<file path="config.mk">
export PLATFORM = sky130hd
export DESIGN_NAME = seg_scan_ctrl
export DESIGN_NICKNAME = d
export VERILOG_FILES = /design/src/rtl/seg_scan_ctrl.sv
export SDC_FILE = /design/constraint.sdc
export NUM_CORES = 1
export LEC_CHECK = 0
export BUFFER_PORTS_ARGS = -buffer_cell sky130_fd_sc_hd__buf_2
export CAP_MARGIN = 20
export CORE_MARGIN = 2
export CORE_UTILIZATION = 52
export DETAILED_ROUTE_END_ITERATION = 7
export PLACE_DENSITY = 0.79
export SYNTH_ARGS = -nofsm -noshare
export SYNTH_HDL_FRONTEND = slang
export SYNTH_SLANG_ARGS = --single-unit
</file>
<file path="constraint.sdc">
create_clock -name clk -period 2.54 [get_ports clk]
set_input_delay 0.127 -clock clk [delete_from_list [all_inputs] [get_ports clk]]
set_output_delay 0.127 -clock clk [all_outputs]
set_load 0.05 [all_outputs]
</file>
<file path="src/rtl/seg_scan_ctrl.sv">
// Time-multiplexed scan controller for common-anode 7-segment digits sharing one BCD decoder.
// Optional leading-zero suppression is enabled by defining SEG_SCAN_LZ_SUPPRESS_EN.
module seg_scan_ctrl #(
    parameter int unsigned N_DIGITS      = 4,
    parameter int unsigned REFRESH_DIV   = 50000,
    parameter int unsigned BLANK_CYC     = 500,
    parameter bit          AN_ACTIVE_LOW = 1'b1,
    localparam int unsigned IDX_W        = $clog2(N_DIGITS)
) (
    input  logic                  clk,
    input  logic                  rst_n,
    input  logic [4*N_DIGITS-1:0] value_in,
    input  logic [N_DIGITS-1:0]   dp_in,
    input  logic                  load,
    output logic                  pending,
    output logic                  frame_start,
    output logic [IDX_W-1:0]      digit_idx,
    output logic [3:0]            bcd_out,
    output logic                  dp_out,
    output logic [N_DIGITS-1:0]   an
);

    localparam int unsigned TICK_W = $clog2(REFRESH_DIV);
    localparam logic [N_DIGITS-1:0] AN_OFF = {N_DIGITS{AN_ACTIVE_LOW}};
    localparam logic [N_DIGITS-1:0] BIT0   = {{(N_DIGITS-1){1'b0}}, 1'b1};

    typedef enum logic {
        BLANK = 1'b0,
        SHOW  = 1'b1
    } state_t;

    state_t                       state, nxt_state;
    logic                         run;
    logic [TICK_W-1:0]            tick_cnt, nxt_tick;
    logic [IDX_W-1:0]             nxt_idx;
    logic [N_DIGITS-1:0][3:0]     active_val, nxt_act_val, pend_val;
    logic [N_DIGITS-1:0]          active_dp, nxt_act_dp, pend_dp;
    logic                         nxt_pending, nxt_frame_start, commit;
    logic [3:0]                   nxt_bcd;
    logic                         nxt_dp_out;
    logic [N_DIGITS-1:0]          nxt_an, sel_onehot, lit_mask;

    // Slot timing, commit decision and the output values for the upcoming cycle
    always_comb begin
        nxt_tick        = tick_cnt;
        nxt_idx         = digit_idx;
        nxt_state       = state;
        nxt_frame_start = 1'b0;
        commit          = 1'b0;

        if (!run) begin
            // First edge after reset release enters tick 0 of slot 0
            nxt_tick        = '0;
            nxt_idx         = '0;
            nxt_state       = BLANK;
            nxt_frame_start = 1'b1;
        end else if (tick_cnt == TICK_W'(REFRESH_DIV - 1)) begin
            nxt_tick  = '0;
            nxt_state = BLANK;
            if (digit_idx == IDX_W'(N_DIGITS - 1)) begin
                nxt_idx         = '0;
                nxt_frame_start = 1'b1;
                commit          = pending;
            end else begin
                nxt_idx = digit_idx + 1'b1;
            end
        end else begin
            nxt_tick = tick_cnt + 1'b1;
            if (tick_cnt + 1'b1 == TICK_W'(BLANK_CYC)) begin
                nxt_state = SHOW;
            end
        end

        nxt_act_val = active_val;
        nxt_act_dp  = active_dp;
        if (commit) begin
            nxt_act_val = pend_val;
            nxt_act_dp  = pend_dp;
        end

        nxt_pending = pending;
        if (load) begin
            nxt_pending = 1'b1;
        end else if (commit) begin
            nxt_pending = 1'b0;
        end

        // bcd leads the anode so the decoder settles during the blank
        nxt_bcd    = nxt_act_val[nxt_idx];
        sel_onehot = BIT0 << nxt_idx;
        nxt_an     = AN_OFF;
        nxt_dp_out = 1'b1;
        if (nxt_state == SHOW) begin
            nxt_dp_out = ~nxt_act_dp[nxt_idx];
            if (lit_mask[nxt_idx]) begin
                nxt_an = AN_ACTIVE_LOW ? ~sel_onehot : sel_onehot;
            end
        end
    end

`ifdef SEG_SCAN_LZ_SUPPRESS_EN
    // A digit is dark when it and all higher digits are zero and its dp is off
    logic [N_DIGITS-1:0] nib_zero, zero_run;

    for (genvar g = 0; g < N_DIGITS; g++) begin : g_lz
        assign nib_zero[g] = (nxt_act_val[g] == 4'd0);
        if (g == N_DIGITS - 1) begin : g_top
            assign zero_run[g] = nib_zero[g];
        end else begin : g_low
            assign zero_run[g] = nib_zero[g] & zero_run[g+1];
        end
    end

    assign lit_mask = ~(zero_run & ~nxt_act_dp) | BIT0;
`else
    assign lit_mask = '1;
`endif

    // State, counters, buffers and registered outputs
    always_ff @(posedge clk or negedge rst_n) begin
        if (!rst_n) begin
            run         <= 1'b0;
            state       <= BLANK;
            tick_cnt    <= '0;
            digit_idx   <= '0;
            active_val  <= '0;
            active_dp   <= '0;
            pend_val    <= '0;
            pend_dp     <= '0;
            pending     <= 1'b0;
            frame_start <= 1'b0;
            bcd_out     <= 4'd0;
            dp_out      <= 1'b1;
            an          <= AN_OFF;
        end else begin
            run         <= 1'b1;
            state       <= nxt_state;
            tick_cnt    <= nxt_tick;
            digit_idx   <= nxt_idx;
            active_val  <= nxt_act_val;
            active_dp   <= nxt_act_dp;
            pending     <= nxt_pending;
            frame_start <= nxt_frame_start;
            bcd_out     <= nxt_bcd;
            dp_out      <= nxt_dp_out;
            an          <= nxt_an;
            if (load) begin
                pend_val <= value_in;
                pend_dp  <= dp_in;
            end
        end
    end

endmodule

</file>
* Word level (Yosys, flattened, before mapping)
Index checks and enable logic that the tools add are counted.
** Storage, ports and cells
- Register bits after elaboration :: 71
- Bits in latches :: 0
- RAM bits :: 0
- Bits in read-only memories :: 0
- Word-level logic and storage cells :: 56
- Memories kept :: 0
** Cells by class
- Add/sub/neg operators :: 2
- Multipliers :: 0
- Divide/modulo/power cells :: 0
- Order comparisons :: 1
- Eq/ne operators :: 3
- Shift-type cells :: 1
- Mux-type cells :: 27
- Bitwise gates (word level) :: 2
- Reduce and logical (&&, ||, !) cells :: 1
** Operator list (number)
- $mux W16 :: 3
- $add A16 B1 Y16 const B :: 1
- $eq A16 B16 Y1 const B :: 1
- $eq A16 B9 Y1 const B :: 1
- $mux W4 :: 4
- $mux W1 :: 14
- $bmux W4 S2 :: 1
- $mux W2 :: 3
- $bmux W1 S2 :: 2
- $not A4 Y4 :: 1
- $shl A1 B2 Y4 const A :: 1
- $lt A2 B3 Y1 const B :: 1
- $add A2 B1 Y2 const B :: 1
- $eq A2 B2 Y1 const B :: 1
- $reduce_bool A2 Y1 :: 1
- $not A1 Y1 :: 1

* Longest topological paths before layout
Gate-level depths: netlist of the first run.
- Depth after elaboration :: 9
- Depth in mapped cells :: 8
- Mapped depth without buffers :: 8

* Worst setup path before layout of the first run
OpenSTA, ideal clock, no wires.
- Path type :: register to register
- Start :: register tick_cnt[4]
- End :: register dp_out
- Arrival time :: 2548 ps
- Required time :: 2424 ps
- Slack :: -123 ps
- Cell stages (with the launch flop) :: 7
- Path buffers :: 0
- Cells stage by stage :: dfrtp_1 -> or4b_4 -> nor4_4 -> mux2i_1 -> nor2_1 -> a32oi_1 -> o2111ai_1
** On the way
- Elaborated cells between the ends (all ways) :: 15
- Classes of those cells :: add/sub (1); eq/ne (2); mux (11); bitwise (1)
** RTL lines
- start, declared :: RTL line 34 : logic [TICK_W-1:0] tick_cnt, nxt_tick;
- start signal, assigned :: RTL line 138 : tick_cnt <= nxt_tick;
- $eq A16 B16 Y1 :: RTL line 57 : end else if (tick_cnt == TICK_W'(REFRESH_DIV - 1)) begin
- $mux W2 :: RTL line 57
- $mux W2 :: RTL line 51 : if (!run) begin
- net nxt_idx[0] :: RTL line 35 : logic [IDX_W-1:0] nxt_idx;
- $bmux W1 S2 :: RTL line 94 : nxt_dp_out = ~nxt_act_dp[nxt_idx];
- $mux W1 (implied by the code) :: RTL line 94
- $not A1 Y1 :: RTL line 94
- $mux W1 :: RTL line 93 : if (nxt_state == SHOW) begin
- net nxt_dp_out :: RTL line 40 : logic nxt_dp_out;
- end signal, assigned :: RTL line 145 : dp_out <= nxt_dp_out;
- end, declared :: RTL line 19 : output logic dp_out,
The timed path passes the listed nets, and every way through them passes these cells. The select of a mux whose other input is x is not followed.
A chain may end at the register's enable or synchronous reset.

==> results.yml, run 1 <==
hold_path:
  hold_class: "primary input to flop"
yosys:
  syn_inst: 235
  synthArstFlopShare_pct: 100.0
  synth_top_area_share_pct: 53.61
  syn_area_mm2: 0.003080
  yosysWarnings: 0
  synth-seq-cells: 71
  synth_common_cells: "66 x dfrtp_1, 30 x mux2_2, 21 x nand2_1, 16 x mux2i_1, 15 x nor2_1"
  synth_ff_type: "dfrtp_1"
  synth_edf_count: 0
  synth_most_common_cell: "dfrtp_1"
  synth.avg_cell_area_um2: 13.11
  synth_cell_type_count: 40
  synth_top_cell_by_area: "dfrtp_1"
  synthTopCellsByArea: "dfrtp_1 54%, mux2_2 11%, mux2i_1 5.2%"
  ys_seq_area_share_pct: 57.88
  syn-num-nets: 260
worst_setup_path:
  critPathMaxFanout: 18
  critical_path.startpoint: "tick_cnt[11]$_DFF_PN0_"
  worstPathRequired_ns: 2.75
  reg2reg_from: "tick_cnt[11]$_DFF_PN0_"
  crit_end: "bcd_out[1]$_DFF_PN0_"
  crit_type: "flop to flop"
  r2r_cells: 8
  cp.arrival_ns: 2.67
  r2r-end: "bcd_out[1]$_DFF_PN0_"
  cp-end-kind: "flop"
  critPathLaunchType: "flop"
  r2r_slack_ns: 0.08
clocking:
  htreeDepth: 3
  cts-root-buf: "clkbuf_8"
  worstSkewPairLatency_ns: 0.34
  tritoncts: "done"
  clock_path_buffers: 2
  clk_pin_slew_worst_paths_ns: 0.08
  cts.sinks: 71
  cts_buffers: 9
floorplan:
  rows: 28
  pin_count: 36
  core_area_mm2: 0.005816
  die_h_um: 80.97
  initial_core_util_pct: 52.97
  die_x_um: 80.97
  dieArea_mm2: 0.006555
layout:
  num_antenna_cells: 0
  syn_to_final_growth_pct: 22.58
  nNetsFinal: 320
  drive_above_1_share_pct: 41.00
drt:
  vias: 1974
  drt_iter0_markers: 128
  drt-total-wl_um: 5696
  viasPerCell: 5.264
  drc: 0
  wire_per_inst_um: 15.19
  drt-pass1-iter-count: 4
  ant_nets: 0
timing:
  setup_viol: 0
  hold_ws_ns: 0.01608
  fin_worst_skew_ns: 0.008507
  fin_ws_ns: 0.08213
  period_minus_slack_ns: 2.458
  fmax_mhz: 406.9
  post-route-period-util_pct: 96.77
  finalHoldViolations: 0
  final_max_slew_viol_count: 0
  rsz0062_at_grt: "true"
power_and_ir_drop:
  power_leakage_nw: 1.828
  irDropWorstVdd_uv: 441.2
  cellPowerDensity_mw_per_mm2: 635.2
placed_design:
  dp_hpwl_um: 3868
  port_buffers: 35
  gp_congestion: 0.8251
  place_ws_ns: 0.06254
global_routing:
  antenna_found_initial: 0
  grt_remaining_overflow: 0
  grt_max_degree: 47
  grt_util_all_layers_pct: 19.45
  grt_pass1_vias: 1988
  grt_pass1_wl_um: 9729
job:
  maxCapViolCount: 0
run_status:
  status: "finished clean"
==> metal layers <==
metal  track usage, %  vias up  share of wire [%]
li1                 -      943                  -
met1            26.07      979                 44
met2            31.49       45                 51
met3            4.778        7                3.9
met4            5.932        0               0.72
met5                0        -                  0
==> area by class of cell <==
cell class                 count  area, um^2
fill                         448        2039
sequential                    71        1783
multi-input combinational    153        1272
timing repair buffer          56       366.6
clock buffer                  11       141.4
clock inverter                 5       103.9
tap                           75       93.84
inverter                       4       15.01
==> worst max-delay path, cell delays in order, from the launching register on <==
cell	delay, ns
dfrtp_1	0.39
or4b_4	0.58
nor4_4	0.30
buf_6	0.17
nand4_4	0.11
buf_12	0.18
mux2_4	0.31
mux2i_2	0.18
mux2i_1	0.11
==> how the worst min path moves through the flow <==
stage	start	to	slack (ns)	cells past startpoint
floorplan	rst_n	active_dp[0]$_DFF_PN0_	-0.17	0
global placement	rst_n	tick_cnt[0]$_DFF_PN0_	0.34	1
detailed placement	rst_n	tick_cnt[0]$_DFF_PN0_	0.35	1
CTS	value_in[8]	pend_val[8]$_DFFE_PN0P_	0.0007	2
global route	value_in[5]	pend_val[5]$_DFFE_PN0P_	0.0003	2
finish	value_in[8]	pend_val[8]$_DFFE_PN0P_	0.02	2
==> metrics by stage <==
| stage | area, um^2 | total power [mW] | util [%] | cells | TNS (ns) |
|---|---|---|---|---|---|
| 2_1_floorplan | 3093 | 1.258 | - | 235 | -0.07861 |
| 3_3_place_gp | 3461 | 1.313 | 59.51 | 353 | 0 |
| 3_5_place_dp | 3461 | 1.319 | 59.51 | 353 | 0 |
| 4_1_cts | 3724 | 2.418 | 64.03 | 370 | 0 |
| 5_1_grt | 3776 | 2.484 | 64.93 | 375 | -0.03361 |
| 6_report | 3776 | 2.399 | 64.93 | 375 | 0 |
==> sequential cells by signal, indices dropped and copies added (netlist names) <==
signal	count
pend_dp	4
active_dp	4
pending	1
run	1
an	4
bcd_out	4
dp_out	1
digit_idx	2
tick_cnt	16
frame_start	1
pend_val	16
state	1
active_val	16
==> where the power goes <==
part / leakage, nW / internal [mW] / total, mW / switching, mW
combinational: 0.787 / 0.0559 / 0.109 / 0.0529
clock: 0.124 / 0.682 / 1.10 / 0.416
sequential: 0.917 / 1.17 / 1.19 / 0.0249
==> cells in the final DEF, fill, tap and decap left out, drive strengths merged, types with 2 or more instances in the layout <==
| master | n |
|---|---|
| dfrtp | 66 |
| buf | 54 |
| mux2 | 37 |
| nand2 | 21 |
| mux2i | 17 |
| nor2 | 15 |
| clkbuf | 11 |
| xor2 | 10 |
| nand3 | 7 |
| and2 | 6 |
| nand4 | 6 |
| dfstp | 5 |
| inv | 5 |
| xnor2 | 4 |
| and4 | 3 |
| bufinv | 3 |
| or4b | 2 |
| or2 | 2 |
| o21ai | 2 |
| or3 | 2 |
| a21oi | 2 |
| ha | 2 |
| dlygate4sd3 | 2 |
| nor4 | 2 |
==> cell families after synthesis <==
| group | synth area share, % |
|---|---|
| simple gates | 13.08 |
| fa+ha+maj | 0.8122 |
| mux | 20.02 |
| compound gates | 2.519 |
| xor+xnor | 3.980 |
| flops | 57.88 |
| buf+inv | 1.584 |
| other cells | 0.1217 |
==> what timing repair did <==
item	in CTS	in global routing
buffers inserted	0	3
setup endpoints to repair	1	4
hold buffers	1	1
resized for setup	2	0
pin swaps	0	1
hold endpoints to repair	39	1
Power figures use the tool's default switching activity.
==> run 2: changes to the inputs <==
Settings changed: CORE_ASPECT_RATIO from default to 2, PLACE_DENSITY 0.79 to 0.77.
==> results.yml, run 2 (synthesis gave the netlist of run 1 again) <==
timing:
  fmax_mhz: 404.0
  final_max_slew_viol_count: 0
  tightest_slew_ns: 0.5496
  rsz0062_at_grt: "true"
  hold_ws_ns: 0.02691
  period_minus_slack_ns: 2.475
  fin_worst_skew_ns: 0.007140
  max_slew_margin_pct: 63.23
  finalHoldViolations: 0
  setup_viol: 0
  post-route-period-util_pct: 97.45
clocking:
  cts-root-buf: "clkbuf_16"
  clock_path_buffers: 2
  worstSkewPairLatency_ns: 0.33
  cts.sinks: 71
  cts_buffers: 9
  clk_pin_slew_worst_paths_ns: 0.05
  tritoncts: "done"
  htreeDepth: 3
power_and_ir_drop:
  power_leakage_nw: 1.882
  cellPowerDensity_mw_per_mm2: 666.5
  power.switching_mw: 0.5260
  p_sw_share_pct: 20.35
  p_clk_share_pct: 49.7
  irDropWorstVdd_uv: 814.8
  cell_internal_pwr_mw: 2.058
  seqPwrFrac_pct: 46.3
  combinationalPowerShare_pct: 4.1
drt:
  ant_nets: 0
  wire_per_inst_um: 17.58
  viasPerCell: 5.660
  vias: 2066
  drt_iter0_markers: 49
  drc: 0
  drt-total-wl_um: 6417
  drt-pass1-iter-count: 4
global_routing:
  antenna_found_initial: 0
  grt_remaining_overflow: 0
  grt_util_all_layers_pct: 21.36
  grt_pass1_wl_um: 10190
  grt_pass1_vias: 2170
  grt_max_degree: 31
hold_path:
  hold_class: "primary input to flop"
  hold_path_depth: 2
  min_from: "value_in[12]"
  whs_endpoint: "pend_val[12]$_DFFE_PN0P_"
worst_setup_path:
  cp_num_buf_inv: 1
  crit_slowest_cell: "or4b_4"
  crit_chain: "or4b_4 -> nor4_4 -> nand4_4 -> buf_4 -> mux2_2 -> mux2i_1 -> mux2i_1"
  slowest_delay_ns: 0.59
  cp-end-kind: "flop"
  cp.arrival_ns: 2.68
  r2r_cells: 7
  critPathLaunchType: "flop"
  crit_path_frequent_cell: "mux2i_1"
  reg2reg_from: "tick_cnt[11]$_DFF_PN0_"
  crit_type: "flop to flop"
  worstPathRequired_ns: 2.74
  r2r_slack_ns: 0.06
  critPathTopFamily: "simple AND/OR/NAND/NOR gates"
  r2r-end: "bcd_out[3]$_DFF_PN0_"
  critPathMaxFanout: 5
run_status:
  status: "finished clean"
layout:
  fillCellCount: 417
  num_antenna_cells: 0
  largestRegisters: "active_val x16, pend_val x16, tick_cnt x16"
  drive_above_1_share_pct: 43.09
  mostFrequentLayoutCell: "dfrtp_1"
  final_cell_mix: "66 x dfrtp_1, 35 x buf_2, 30 x mux2_2"
  utilization_pct: 67.92
  syn_to_final_growth_pct: 25.87
  nNetsFinal: 324
placed_design:
  port_buffers: 35
  dp_hpwl_um: 4421
  gp_congestion: 0.9182
floorplan:
  initial_core_util_pct: 53.96
  die_h_um: 112.9
  die_x_um: 58.43
  rows: 39
  dieArea_mm2: 0.006593
  pin_count: 36
  core_area_mm2: 0.005709
job:
  maxCapViolCount: 0
## run 2: cell types whose count changed in the layout (fill, tap and decap cells not counted), moves of 2 or more
| cell | before | now |
|---|---|---|
| mux2i_4 | 1 | 3 |
| clkbuf_8 | 10 | 3 |
| clkbuf_16 | 0 | 9 |
| bufinv_16 | 3 | 1 |
| buf_4 | 16 | 20 |
| buf_6 | 1 | 3 |
## run 2: worst max path at each step
stage                      startpoint              endpoint  slack [ns]  cells after the start
4_1_cts        tick_cnt[11]$_DFF_PN0_      dp_out$_DFF_PN1_        0.08                      7
6_report       tick_cnt[11]$_DFF_PN0_  bcd_out[3]$_DFF_PN0_        0.06                      7
3_3_place_gp    tick_cnt[5]$_DFF_PN0_      dp_out$_DFF_PN1_        0.15                      7
5_1_grt        tick_cnt[11]$_DFF_PN0_  bcd_out[1]$_DFF_PN0_       -0.03                      7
3_5_place_dp    tick_cnt[5]$_DFF_PN0_      dp_out$_DFF_PN1_        0.11                      7
2_1_floorplan  tick_cnt[11]$_DFF_PN0_  bcd_out[1]$_DFF_PN0_       -0.02                      7
## run 2: layout make-up
cell class	instances	area [um^2]	area share, %
flip-flops and latches	71	1783	45.98
multi-input cells	153	1304	33.62
repair buffers	60	389.1	10.04
clock buffers	13	270.3	6.970
well taps	61	76.32	1.968
clock inverters	3	40.04	1.033
inverters	4	15.01	0.3872
## run 2: routing by layer
metal	GRT usage, %	vias up	routed length [um]
li1	-	955	-
met1	22.53	1039	2450
met2	37.83	59	3545
met3	4.914	13	256
met4	11.16	0	164
met5	0	-	0
## run 2: power by group through the flow
stage	Combinational (mW)	Clock (mW)	Sequential, mW
CTS	0.107	1.31	1.20
global placement	0.101	0	1.21
global route	0.119	1.34	1.20
finish	0.105	1.28	1.20
floorplan	0.0517	0	1.21
detailed placement	0.105	0	1.21
## run 2: worst register-to-register path, cell delays in order, from the launching register on
cell and delay [ns]:
dfrtp_1 0.39, or4b_4 0.59, nor4_4 0.40, nand4_4 0.21, buf_4 0.20, mux2_2 0.27
mux2i_1 0.19, mux2i_1 0.10
## run 2: stage by stage
| stage | cell area (um^2) | setup TNS, ns | power (mW) | setup slack, ns | cells |
|---|---|---|---|---|---|
| after floorplan | 3093 | -0.07861 | 1.258 | -0.01788 | 235 |
| after global placement | 3488 | 0 | 1.313 | 0.1477 | 345 |
| after detailed placement | 3488 | 0 | 1.319 | 0.1122 | 345 |
| after CTS | 3809 | 0 | 2.609 | 0.08066 | 362 |
| after global routing | 3877 | -0.07155 | 2.663 | -0.02842 | 365 |
| final | 3877 | 0 | 2.584 | 0.06473 | 365 |
## run 2: what timing repair did
action | 4_1_cts | 5_1_grt
hold endpoints to repair | 16 | 0
setup buffers | 0 | 3
resized for setup | 0 | 9
hold buffers | 1 | 0
setup endpoints to repair | 0 | 3
